--- config.mk ---
export PLATFORM = sky130hd
export DESIGN_NAME = conv_block_sequencer
export DESIGN_NICKNAME = d
export VERILOG_FILES = /design/src/rtl/conv_block_sequencer_pkg.sv /design/src/rtl/conv_block_sequencer_strober.sv /design/src/rtl/conv_block_sequencer.sv
export SDC_FILE = /design/constraint.sdc
export NUM_CORES = 1
export LEC_CHECK = 0
export CORE_ASPECT_RATIO = 0.9
export CORE_MARGIN = 4
export CORE_UTILIZATION = 40
export DETAILED_ROUTE_END_ITERATION = 10
export PLACE_DENSITY_LB_ADDON = 0.2
export SETUP_SLACK_MARGIN = 0.15
export SLEW_MARGIN = 20
export SYNTH_ARGS = -nofsm -noshare
export SYNTH_HDL_FRONTEND = slang
export SYNTH_SLANG_ARGS = --single-unit
--- constraint.sdc ---
create_clock -name i_CLK -period 4 [get_ports i_CLK]
set_input_delay 0.4 -clock i_CLK [delete_from_list [all_inputs] [get_ports i_CLK]]
set_output_delay 0.4 -clock i_CLK [all_outputs]
set_load 0.01 [all_outputs]
--- src/rtl/conv_block_sequencer_pkg.sv ---
// -----------------------------------------------------------------------------
// conv_block_sequencer_pkg
// Shared definitions for the convolution block sequencer and the address FSM:
// sequencer state encoding, drain sub-phases, default block geometry and the
// block RAM read latency seen by the drain path.
// -----------------------------------------------------------------------------
package conv_block_sequencer_pkg;

  // Default geometry, shared with the address FSM.
  localparam int NB_ADDRESS_DEF = 10;
  localparam int NB_DATA_DEF    = 8;

  // Cycles from an o_valid strobe until the BRAM read data is valid.
  localparam int BRAM_RD_LAT    = 2;

  typedef enum logic [2:0] {
    IDLE     = 3'd0,
    LOAD     = 3'd1,
    WAIT_CB  = 3'd2,
    SOP      = 3'd3,
    RUN      = 3'd4,
    DRAIN    = 3'd5,
    WAIT_CB2 = 3'd6,
    DONE     = 3'd7
  } seq_state_e;

  // Per-word drain steps: request strobe, see strobe, wait read latency,
  // hold result until accepted.
  typedef enum logic [1:0] {
    D_FIRE     = 2'd0,
    D_WAIT_STB = 2'd1,
    D_LAT      = 2'd2,
    D_HOLD     = 2'd3
  } drain_phase_e;

endpackage

--- src/rtl/conv_block_sequencer_strober.sv ---
// -----------------------------------------------------------------------------
// conv_valid_strober
// Turns a one-cycle fire request into a registered one-cycle strobe, issued
// two cycles after the request (one arming cycle lets the data register settle
// before the strobe rises), followed by VALID_GAP low cycles of hold-off.
//
// Ports:
//   clk         in   clock
//   rst_n       in   asynchronous active-low reset
//   fire        in   request a strobe (honoured only while strobe_free)
//   strobe      out  registered one-cycle strobe
//   strobe_free out  no strobe armed, active or in hold-off
// -----------------------------------------------------------------------------
module conv_valid_strober #(
  parameter int VALID_GAP = 1
) (
  input  logic clk,
  input  logic rst_n,
  input  logic fire,
  output logic strobe,
  output logic strobe_free
);

  localparam int GW = (VALID_GAP > 1) ? $clog2(VALID_GAP) : 1;

  logic          arm_q, arm_d;
  logic          strobe_q, strobe_d;
  logic [GW-1:0] gap_q, gap_d;

  assign strobe_free = !arm_q && !strobe_q && (gap_q == '0);
  assign strobe      = strobe_q;

  always_comb begin
    arm_d    = fire && strobe_free;
    strobe_d = arm_q;
    gap_d    = gap_q;
    // The cycle right after the strobe is the first low cycle, so the
    // counter holds the remaining VALID_GAP-1 hold-off cycles.
    if (strobe_q) begin
      gap_d = GW'(VALID_GAP - 1);
    end else if (gap_q != '0) begin
      gap_d = gap_q - GW'(1);
    end
  end

  always_ff @(posedge clk or negedge rst_n) begin
    if (!rst_n) begin
      arm_q    <= 1'b0;
      strobe_q <= 1'b0;
      gap_q    <= '0;
    end else begin
      arm_q    <= arm_d;
      strobe_q <= strobe_d;
      gap_q    <= gap_d;
    end
  end

endmodule

--- src/rtl/conv_block_sequencer.sv ---
// -----------------------------------------------------------------------------
// conv_block_sequencer
// Initiator-side controller for the convolution address FSM. Loads one block
// of 2**NB_ADDRESS pixels into BRAM with edge-coded o_valid strobes, waits for
// changeBlock, fires o_SoP, waits for an end-of-process rising edge, then
// drains the result block with the same strobes and a valid/ready handshake.
//
// Optional feature: define CONV_SEQ_WATCHDOG_EN to build a TIMEOUT_CYC-cycle
// watchdog on WAIT_CB, RUN and WAIT_CB2 that sets a sticky o_err and returns
// to IDLE. Without it, o_err is tied low and the wait states may stall.
//
// Ports:
//   i_CLK, i_reset                  clock, asynchronous active-low reset
//   i_start                         begin a load/process/drain cycle (IDLE only)
//   i_pixel, i_pixel_valid          upstream pixel stream
//   o_pixel_ready                   upstream transfer accepted this cycle
//   o_wr_data                       registered pixel to BRAM write port
//   o_valid                         address-step strobe to the FSM
//   o_SoP                           start-of-process pulse
//   i_changeBlock, i_EoP            FSM block-complete / end-of-process
//   i_result                        BRAM read data
//   o_result, o_result_valid        drained word and its valid
//   i_result_ready                  downstream accepts the result
//   o_busy, o_done, o_err           status
// -----------------------------------------------------------------------------
module conv_block_sequencer
  import conv_block_sequencer_pkg::*;
#(
  parameter int NB_ADDRESS  = NB_ADDRESS_DEF,
  parameter int NB_DATA     = NB_DATA_DEF,
  parameter int VALID_GAP   = 1,
  parameter int TIMEOUT_CYC = 4096
) (
  input  logic               i_CLK,
  input  logic               i_reset,
  input  logic               i_start,
  input  logic [NB_DATA-1:0] i_pixel,
  input  logic               i_pixel_valid,
  output logic               o_pixel_ready,
  output logic [NB_DATA-1:0] o_wr_data,
  output logic               o_valid,
  output logic               o_SoP,
  input  logic               i_changeBlock,
  input  logic               i_EoP,
  input  logic [NB_DATA-1:0] i_result,
  output logic [NB_DATA-1:0] o_result,
  output logic               o_result_valid,
  input  logic               i_result_ready,
  output logic               o_busy,
  output logic               o_done,
  output logic               o_err
);

  localparam logic [NB_ADDRESS:0] FULL    = {1'b1, {NB_ADDRESS{1'b0}}};
  localparam logic [NB_ADDRESS:0] FULL_M1 = FULL - 1'b1;

  seq_state_e          state_q, state_d;
  drain_phase_e        dph_q, dph_d;
  logic [NB_ADDRESS:0] wcnt_q, wcnt_d;
  logic [1:0]          lat_q, lat_d;
  logic [NB_DATA-1:0]  wr_data_q, wr_data_d;
  logic [NB_DATA-1:0]  result_q, result_d;
  logic                rvalid_q, rvalid_d;
  logic                sop_q, sop_d;
  logic                done_q, done_d;
  logic                busy_q, busy_d;
  logic                eop_q;

  logic                strobe, strobe_free;
  logic                load_xfer, drain_fire;

`ifdef CONV_SEQ_WATCHDOG_EN
  localparam int WDW = (TIMEOUT_CYC > 1) ? $clog2(TIMEOUT_CYC) : 1;
  logic [WDW-1:0] wd_q, wd_d;
  logic           err_q, err_d;
  logic           in_wait;
`endif

  conv_valid_strober #(
    .VALID_GAP (VALID_GAP)
  ) u_strober (
    .clk         (i_CLK),
    .rst_n       (i_reset),
    .fire        (load_xfer || drain_fire),
    .strobe      (strobe),
    .strobe_free (strobe_free)
  );

  // Ready depends only on registered state, so the source sees a stable
  // ready for the whole cycle.
  assign o_pixel_ready  = (state_q == LOAD) && strobe_free && (wcnt_q < FULL);
  assign load_xfer      = o_pixel_ready && i_pixel_valid;

  assign o_valid        = strobe;
  assign o_wr_data      = wr_data_q;
  assign o_SoP          = sop_q;
  assign o_result       = result_q;
  assign o_result_valid = rvalid_q;
  assign o_busy         = busy_q;
  assign o_done         = done_q;

  always_comb begin
    state_d    = state_q;
    dph_d      = dph_q;
    wcnt_d     = wcnt_q;
    lat_d      = lat_q;
    wr_data_d  = wr_data_q;
    result_d   = result_q;
    rvalid_d   = rvalid_q;
    drain_fire = 1'b0;

    case (state_q)
      IDLE: begin
        if (i_start) begin
          state_d = LOAD;
          wcnt_d  = '0;
        end
      end
      LOAD: begin
        if (load_xfer) begin
          wr_data_d = i_pixel;
          wcnt_d    = wcnt_q + 1'b1;
        end
        // Leave once the strobe of the final word is on the wire.
        if (strobe && (wcnt_q == FULL)) begin
          state_d = WAIT_CB;
        end
      end
      WAIT_CB: begin
        if (i_changeBlock) begin
          state_d = SOP;
        end
      end
      SOP: begin
        wcnt_d  = '0;
        state_d = RUN;
      end
      RUN: begin
        // Only a fresh rise counts; the FSM keeps EoP high once set.
        if (i_EoP && !eop_q) begin
          state_d = DRAIN;
          dph_d   = D_FIRE;
        end
      end
      DRAIN: begin
        case (dph_q)
          D_FIRE: begin
            if (strobe_free) begin
              drain_fire = 1'b1;
              dph_d      = D_WAIT_STB;
            end
          end
          D_WAIT_STB: begin
            if (strobe) begin
              dph_d = D_LAT;
              lat_d = 2'(BRAM_RD_LAT - 1);
            end
          end
          D_LAT: begin
            if (lat_q == '0) begin
              result_d = i_result;
              rvalid_d = 1'b1;
              dph_d    = D_HOLD;
            end else begin
              lat_d = lat_q - 1'b1;
            end
          end
          D_HOLD: begin
            if (i_result_ready) begin
              rvalid_d = 1'b0;
              wcnt_d   = wcnt_q + 1'b1;
              if (wcnt_q == FULL_M1) begin
                state_d = WAIT_CB2;
              end else begin
                dph_d = D_FIRE;
              end
            end
          end
          default: dph_d = D_FIRE;
        endcase
      end
      WAIT_CB2: begin
        if (i_changeBlock) begin
          state_d = DONE;
        end
      end
      DONE: begin
        state_d = IDLE;
      end
      default: state_d = IDLE;
    endcase

`ifdef CONV_SEQ_WATCHDOG_EN
    // Counter restarts on every state change; expiry overrides any pending
    // transition and abandons the cycle without o_done.
    in_wait = (state_q == WAIT_CB) || (state_q == RUN) || (state_q == WAIT_CB2);
    err_d   = err_q;
    wd_d    = '0;
    if (in_wait && (wd_q == WDW'(TIMEOUT_CYC - 1))) begin
      err_d   = 1'b1;
      state_d = IDLE;
    end else if (in_wait && (state_d == state_q)) begin
      wd_d = wd_q + 1'b1;
    end
`endif

    sop_d  = (state_d == SOP);
    done_d = (state_d == DONE);
    busy_d = (state_d != IDLE);
  end

  always_ff @(posedge i_CLK or negedge i_reset) begin
    if (!i_reset) begin
      state_q   <= IDLE;
      dph_q     <= D_FIRE;
      wcnt_q    <= '0;
      lat_q     <= '0;
      wr_data_q <= '0;
      result_q  <= '0;
      rvalid_q  <= 1'b0;
      sop_q     <= 1'b0;
      done_q    <= 1'b0;
      busy_q    <= 1'b0;
      eop_q     <= 1'b0;
    end else begin
      state_q   <= state_d;
      dph_q     <= dph_d;
      wcnt_q    <= wcnt_d;
      lat_q     <= lat_d;
      wr_data_q <= wr_data_d;
      result_q  <= result_d;
      rvalid_q  <= rvalid_d;
      sop_q     <= sop_d;
      done_q    <= done_d;
      busy_q    <= busy_d;
      eop_q     <= i_EoP;
    end
  end

`ifdef CONV_SEQ_WATCHDOG_EN
  always_ff @(posedge i_CLK or negedge i_reset) begin
    if (!i_reset) begin
      wd_q  <= '0;
      err_q <= 1'b0;
    end else begin
      wd_q  <= wd_d;
      err_q <= err_d;
    end
  end

  assign o_err = err_q;
`else
  assign o_err = 1'b0;
`endif

endmodule

==> flow_summary.toml, run 1 <==
[die]
core_um2 = 5350
dieArea_um2 = 6910
start_util_pct = 42.2
core.rowCount = 25
ioPinCount = 46
die_y_um = 79.3
die_w_um = 87.2

[worst_setup_path]
reg2reg_to = "wcnt_q[0]$_DFFE_PN0P_"
endpoint = "o_pixel_ready"
crit_required_ps = 3600
worstPathArrival_ps = 1910
start_kind = "flip-flop"
crit_slowest_cell = "dfrtp_1"
reg2reg_slack_ps = 1730
cp_slowest_stage_delay_ps = 630
cp_cell_sequence = "nand2b_4 -> nor4_4 -> clkdlybuf4s50_1"
endpoint_kind = "primary output"
critical_path_class = "flip-flop to primary output"
critical_path.startpoint = "state_q[0]$_DFF_PN0_"
reg2reg_from = "dph_q[0]$_DFFE_PN0P_"
cp_max_fo = 14
ff2ff_path_depth = 5

[yosys]
async_reset_ff_share_pct = 100
syn_inst = 201
synth_top_family_by_area = "simple AND/OR/NAND/NOR gates"
yosys.area_share.simple_pct = 20.1
synthXorXnorAreaFrac_pct = 0.388
synth-edff-count = 0
synthAdderAreaFrac_pct = 4.43
ys_warn_count = 0
synth_area_leaders = "dfrtp_1 45%, mux2_4 5.3%, ha_1 4.4%"
synth_commonest_cells = "41 x dfrtp_1, 16 x nand2_1, 11 x inv_1"
synth_ff_type = "dfrtp_1"
yosysMostFrequentCell = "dfrtp_1"
synth.area.mux_share_pct = 12.5
synth_seq_cells = 41
synth_top_area_share_pct = 45.4
synth_compound_area_share_pct = 12.6
synth.distinct_cells = 59
synth-seq-area-share_pct = 45.4
avgSynthCellArea_um2 = 11.2
syn-num-nets = 232
yosysTopAreaCell = "dfrtp_1"
synth_area_um2 = 2260

[worst_hold_path]
hold_class = "primary input to asynchronous set/reset pin"

[clock_network]
cts_inserted_buffers = 5
insertion_delay_ps = 280
h-tree-depth = 2
cts_sinks = 41
hold_buffers = 0
cts_tree = "done"
path_clk_slew_ps = 70
clockBufferDepth = 2
cts.root.buffer_cell = "clkbuf_8"
cts_resized = 0
cts_setup_buffers = 0

[sta]
rsz0062_at_grt = "no"
finalSetupViolCount = 0
max_freq_ghz = 0.432
finalMaxSlewViolations = 0
tightest_slew_ps = 909
slew-limit-headroom_pct = 39.4
whs_ps = 247
finalHoldViolations = 0
fin_ws_ps = 1690
fin_skew_ps = 4.22
tns_ps = 0
fin_crit_ps = 2310
min_period_over_period_pct = 57.8

[outcome]
status = "completed"

[finish]
layout.nets = 273
area_delta_synth_final_pct = 24.0
antenna_cells = 0
drive_gt1_share_pct = 12.8

[grt]
first_global_vias = 1554
grt_pass1_wl_mm = 7.69
overflow = 0
grt_usage_pct = 14.0
grt_antenna_before_repair = 0
grt_max_degree = 42

[pwr]
p_leak_nw = 1.21
ir_worst_vdd_mv = 0.308
total_power_mw = 1.77
pwr_density_cell_nw_per_um2 = 633

[placed_design]
port_buffers = 44
place_ws_ps = 1550
post-dp-hpwl_mm = 3.40
gp_congestion = 0.817

[route]
antenna_left = 0
drt_iter0_drc = 115
drcViolationCount = 0
drt-pass1-iter-count = 4
wl_per_cell_um = 15.0
viasPerCell = 5.32
drt-total-wl_mm = 4.65
vias = 1648

[flow_run]
drv_cap = 0
cell families after synthesis:
kind of cell,after synthesis
and+or+nand+nor,69
DFF,41
AOI/OAI and AO/OA,37
muxes,23
buffers and inverters,21
adders and majority gates,8
other,1
xor gates and xnor gates,1
layer usage:
layer / part of all wire (%) / global-route usage [%]
met2: 43 / 20.3
met1: 51 / 20.7
met4: 0.47 / 3.22
met3: 5.9 / 3.94
met5: 0 / 0
flip-flops by register name, indices dropped and copies added (netlist names), 2 cells and up:
signal	flops
wcnt_q	11
o_result	8
o_wr_data	8
state_q	3
dph_q	2
lat_q	2
worst max-delay path, delay by kind of cell (launching register included):
family,cells,cell delay (ps)
flops,1,630
buf+inv,1,600
simple gates,2,410
layout by cell type, fill, tap and decap left out, types with 2 or more instances in the layout:
master           netlist  final
mux2_1                 8      8
mux2_4                 8      8
a31oi_1                2      2
a22o_1                 5      5
mux2i_1                5      5
nor2b_1                8      8
inv_1                 11     11
nand2_1               16     16
nor4b_1                4      4
nand2b_1               4      4
nand4_1                5      5
o2bb2ai_1              3      3
clkinv_2               0      2
o31ai_1                2      2
clkbuf_8               0      5
a21o_1                 3      3
nand3_1                5      5
mux2_2                 2      2
and3_1                 4      4
dfrtp_1               41     41
nor4_1                 2      2
a21oi_1                7      7
o21ai_1                2      2
nor2_1                 3      3
clkdlybuf4s50_1        0     43
a22oi_1                2      2
ha_1                   8      8
o211ai_2               2      2
worst min path at each step:
| stage | to | slack (ps) | depth (start not counted) |
|---|---|---|---|
| 2_1_floorplan | dph_q[0]$_DFFE_PN0P_ | 100 | 0 |
| 6_report | o_done$_DFF_PN0_ | 250 | 1 |
| 4_1_cts | eop_q$_DFF_PN0_ | 300 | 1 |
| 5_1_grt | dph_q[0]$_DFFE_PN0P_ | 340 | 1 |
| 3_3_place_gp | u_strober.strobe$_DFF_PN0_ | 380 | 0 |
| 3_5_place_dp | u_strober.strobe$_DFF_PN0_ | 390 | 0 |
through the flow:
step	instances	cell area, um2	util [%]
after floorplan	201	2260	-
after global placement	302	2720	50.8
after detailed placement	302	2720	50.8
after CTS	310	2800	52.4
after global routing	310	2800	52.4
final	310	2800	52.4
area by class of cell:
| cell class | count | area, um2 |
|---|---|---|
| inverters | 11 | 41.3 |
| repair buffers | 44 | 435 |
| well taps | 67 | 83.8 |
| clock inverters | 2 | 10.0 |
| clock buffers | 6 | 72.6 |
| multi-input cells | 139 | 1130 |
| fillers | 480 | 2550 |
| flip-flops and latches | 41 | 1030 |
report_power, final:
part | switching, mW | total [mW] | internal, mW | leakage (nW)
combinational | 0.354 | 0.808 | 0.454 | 0.658
clock | 0.136 | 0.257 | 0.121 | 0.0450
sequential | 0.144 | 0.708 | 0.564 | 0.504
total | 0.634 | 1.77 | 1.14 | 1.21
Note: power is estimated with default switching activity, not from simulation.
==> inputs of run 2 (changes only) <==
clock period = 2.36 ns   (was 4 ns; I/O delays follow)
==> flow_summary.toml, run 2 (synthesis gave the netlist of run 1 again) <==
[finish]
fillers = 463
final_common_cell = "clkdlybuf4s50_1"
largest_reg_flops = 11
antenna_cells = 0
fin_area_um2 = 2850
drive_gt1_share_pct = 14.3
regMostFlops = "wcnt_q"
layout.nets = 275
area_delta_synth_final_pct = 26.3
layout_common_cells = "42 x clkdlybuf4s50_1, 40 x dfrtp_1, 16 x nand2_1"

[route]
drcViolationCount = 0
drt-pass1-iter-count = 5
drt-total-wl_mm = 4.66
vias = 1663
antenna_left = 0
wl_per_cell_um = 14.9
drt_iter0_drc = 143
viasPerCell = 5.33

[grt]
gr-usage-met3_pct = 4.25
first_global_vias = 1653
grt_use_met1_pct = 22.3
grt_max_degree = 42
gr-max-usage-layer = "met1"
grt_antenna_before_repair = 0
grt_usage_pct = 15.1
grt_pass1_wl_mm = 8.19
overflow = 0
use_met2_pct = 21.6

[placed_design]
placed_cell_area_um2 = 2730
post-dp-hpwl_mm = 3.41
port_buffers = 44
place_ws_ps = 497
gp_congestion = 0.794

[sta]
finalHoldViolations = 0
finalMaxSlewViolations = 0
fin_crit_ps = 1910
slew-limit-headroom_pct = 39.6
min_period_over_period_pct = 80.8
fin_skew_ps = 4.96
max_freq_ghz = 0.524
tns_ps = 0
fin_ws_ps = 453
finalSetupViolCount = 0
rsz0062_at_grt = "no"
tightest_slew_ps = 906

[die]
die_y_um = 79.3
die_w_um = 87.2
dieArea_um2 = 6910
start_util_pct = 42.2
core.rowCount = 25
ioPinCount = 46
core_um2 = 5350

[worst_setup_path]
cp.buffers_inverters = 1
reg2reg_to = "dph_q[1]$_DFFE_PN0P_"
crit_slowest_cell = "dfrtp_1"
cp_cell_sequence = "inv_1 -> ha_1 -> nor2b_1 -> a2111oi_2 -> and2_4 -> o211ai_2"
worstPathArrival_ps = 2080
critical_path.startpoint = "dph_q[0]$_DFFE_PN0P_"
cp_max_fo = 7
crit_family = "compound AO/OA/AOI/OAI gates"
critical_path_class = "flip-flop to flip-flop"
reg2reg_slack_ps = 450
start_kind = "flip-flop"
cp_slowest_stage_delay_ps = 430
endpoint_kind = "flip-flop"
crit_required_ps = 2530
ff2ff_path_depth = 6
reg2reg_from = "dph_q[0]$_DFFE_PN0P_"

[clock_network]
cts_sinks = 41
insertion_delay_ps = 290
cts_setup_buffers = 0
cts.root.buffer_cell = "clkbuf_8"
path_clk_slew_ps = 80
clockBufferDepth = 2
h-tree-depth = 2
cts_inserted_buffers = 5
cts_tree = "done"

[pwr]
ir_worst_vdd_mv = 0.513
p_leak_nw = 1.24
pwr-share-clk_pct = 17.9
pwr_density_cell_nw_per_um2 = 1110
p_int_mw = 2.05
power_switching_share_pct = 35.3
p_sw_mw = 1.12
p_comb_share_pct = 44.0
p_seq_share_pct = 38.1
total_power_mw = 3.17

[flow_run]
drv_cap = 0

[outcome]
status = "completed"

[worst_hold_path]
hold_class = "primary input to asynchronous set/reset pin"
## run 2: cell count changes in the layout (fill, tap and decap cells not counted), sizes merged
cell,previous run,this run
dlymetal6s2s,0,1
bufinv,0,1
buf,1,3
clkdlybuf4s50,43,42
clkinvlp,0,1
clkbuf,6,5
clkinv,2,1
## run 2: stage by stage
stage               instances  utilization (%)  hold WS [ps]
floorplan                 201                -         -59.6
global placement          304             51.1           391
detailed placement        304             51.1           387
CTS                       312             53.3           105
global route              312             53.3           149
finish                    312             53.3          77.3
## run 2: cell type report
type / count / area, um2 / area share [%]
Clock buffer: 5 / 68.8 / 2.41
Inverter: 11 / 41.3 / 1.45
Sequential cell: 41 / 1030 / 36.0
Tap cell: 67 / 83.8 / 2.94
Multi-Input combinational cell: 139 / 1130 / 39.7
Timing Repair Buffer: 46 / 453 / 15.9
Clock inverter: 3 / 46.3 / 1.62
## run 2: worst max-delay path by stage
| stage | endpoint | slack, ps | cells past startpoint |
|---|---|---|---|
| final | dph_q[1]$_DFFE_PN0P_ | 450 | 6 |
| after global routing | dph_q[1]$_DFFE_PN0P_ | 290 | 6 |
| after CTS | o_pixel_ready | 180 | 3 |
| after detailed placement | dph_q[0]$_DFFE_PN0P_ | 500 | 6 |
| after global placement | dph_q[0]$_DFFE_PN0P_ | 470 | 6 |
| after floorplan | dph_q[0]$_DFFE_PN0P_ | 650 | 7 |
## run 2: worst reg2reg max path, delay by kind of cell (launching register included)
family | cells | cell delay [ps]
buffers and inverters | 1 | 110
DFF | 1 | 430
AOI/OAI and AO/OA | 2 | 500
and+or+nand+nor | 2 | 430
adders and majority gates | 1 | 320
## run 2: what timing repair did
action,CTS,global route
hold buffers,0,0
setup endpoints to repair,0,1
gates resized for setup,0,2
## run 2: metal layers
layer | up-vias | wire (um)
li1 | 807 | -
met1 | 810 | 2280
met2 | 41 | 2040
met3 | 5 | 289
met4 | 0 | 42
met5 | - | 0
## run 2: power by group through the flow
stage,sequential [mW],combinational (mW),clock [mW]
detailed placement,1.22,1.41,0
finish,1.21,1.39,0.566
global placement,1.21,1.38,0
global route,1.26,1.53,0.624
floorplan,1.21,0.837,0
CTS,1.21,1.41,0.587
==> inputs of run 3 (changes only) <==
clock period = 1.95 ns   (was 2.36 ns; I/O delays follow)
==> flow_summary.toml, run 3 (synthesis gave the netlist of run 1 again) <==
[route]
vias = 1740
drt-total-wl_mm = 5.01
viasPerCell = 5.37
drt_iter0_drc = 108
drcViolationCount = 0
drt-pass1-iter-count = 4
antenna_left = 0
wl_per_cell_um = 15.5

[worst_setup_path]
cp_max_fo = 3
cp_cell_sequence = "or2_1 -> nor4_4 -> clkdlybuf4s15_1"
crit_required_ps = 1750
endpoint_kind = "primary output"
cp_slowest_stage_delay_ps = 410
worstPathArrival_ps = 1520
start_kind = "flip-flop"
crit_slowest_cell = "dfrtp_1"
critical_path_class = "flip-flop to primary output"

[clock_network]
clockBufferDepth = 2
cts_inserted_buffers = 5
path_clk_slew_ps = 80
cts.root.buffer_cell = "clkbuf_8"
insertion_delay_ps = 300
cts_setup_buffers = 0
cts_tree = "done"
cts_sinks = 41
h-tree-depth = 2

[placed_design]
post-dp-hpwl_mm = 3.69
placed_cell_area_um2 = 2830
port_buffers = 44
gp_congestion = 0.837
place_inst = 315
place_ws_ps = 102

[die]
die_w_um = 87.2
ioPinCount = 46
dieArea_um2 = 6910
core.rowCount = 25
start_util_pct = 42.2
die_y_um = 79.3
core_um2 = 5350

[grt]
grt_usage_pct = 15.7
first_global_vias = 1727
grt_antenna_before_repair = 0
grt_max_degree = 42
overflow = 0
gr-usage-met3_pct = 3.42
gr-max-usage-layer = "met2"
grt_pass1_wl_mm = 8.47
grt_use_met1_pct = 22.4
use_met2_pct = 23.4

[finish]
final-seq-area_um2 = 1030
regMostFlops = "wcnt_q"
area_delta_synth_final_pct = 30.8
postLayoutCoreUtil_pct = 55.2
layout.cells.non_filler = 324
layout_common_cells = "42 x clkdlybuf4s50_1, 38 x dfrtp_1, 16 x nand2_1"
fin_area_um2 = 2950
layout.nets = 287
final_common_cell = "clkdlybuf4s50_1"
drive_gt1_share_pct = 19.8
multi_input_area_um2 = 1160
largest_reg_flops = 11
antenna_cells = 0
fillers = 463

[sta]
finalMaxSlewViolations = 0
min_period_over_period_pct = 88.1
tns_ps = 0
fin_crit_ps = 1720
finalHoldViolations = 0
fin_skew_ps = 6.38
max_freq_ghz = 0.582
rsz0062_at_grt = "no"
whs_ps = 361
fin_ws_ps = 231
finalSetupViolCount = 0

[pwr]
p_leak_nw = 1.28
total_power_mw = 3.87
ir_worst_vdd_mv = 0.759
pwr_density_cell_nw_per_um2 = 1310

[flow_run]
drv_cap = 0

[worst_hold_path]
hold_class = "primary input to flip-flop"

[outcome]
status = "completed"
## run 3: report_power, final
group	switching [mW]	internal, mW	total [mW]
logic	0.842	1.05	1.89
clock network	0.307	0.247	0.554
registers	0.257	1.16	1.42
total	1.41	2.46	3.87
## run 3: cell type report
class / instances / area share [%]
multi-input cells: 139 / 39.2
flip-flops and latches: 41 / 34.9
repair buffers: 58 / 18.8
well taps: 67 / 2.84
clock buffers: 5 / 2.33
inverters: 11 / 1.40
clock inverters: 3 / 0.593
## run 3: worst paths after layout
kind                                       startpoint                          to  depth (start not counted)  slack, ps
min                                             i_EoP             eop_q$_DFF_PN0_                          1        360
min reg2reg                 u_strober.arm_q$_DFF_PN0_  u_strober.strobe$_DFF_PN0_                          0        420
max in group asynchronous                     i_reset        dph_q[0]$_DFFE_PN0P_                          3       1330
max reg2reg                     wcnt_q[1]$_DFFE_PN0P_        dph_q[0]$_DFFE_PN0P_                          5        250
min in group asynchronous                     i_reset       wcnt_q[5]$_DFFE_PN0P_                          3        380
max                        u_strober.strobe$_DFF_PN0_               o_pixel_ready                          3        230
## run 3: timing repair
action | in CTS | in global routing
hold endpoints to repair | 41 | 0
resized for setup | 3 | 6
hold buffers | 1 | 0
endpoints found under the setup margin | 3 | 13
pin swaps | 0 | 2
## run 3: critical path, delay by kind of cell, from the launching register on
kind / cells / cell delay (ps)
and+or+nand+nor: 2 / 530
DFF: 1 / 410
buffers and inverters: 1 / 290
## run 3: routing by layer
metal | share of wire [%] | vias up
met5 | 0 | -
met4 | 1.0 | 0
met3 | 5.2 | 5
met2 | 45 | 43
met1 | 49 | 854
li1 | - | 838
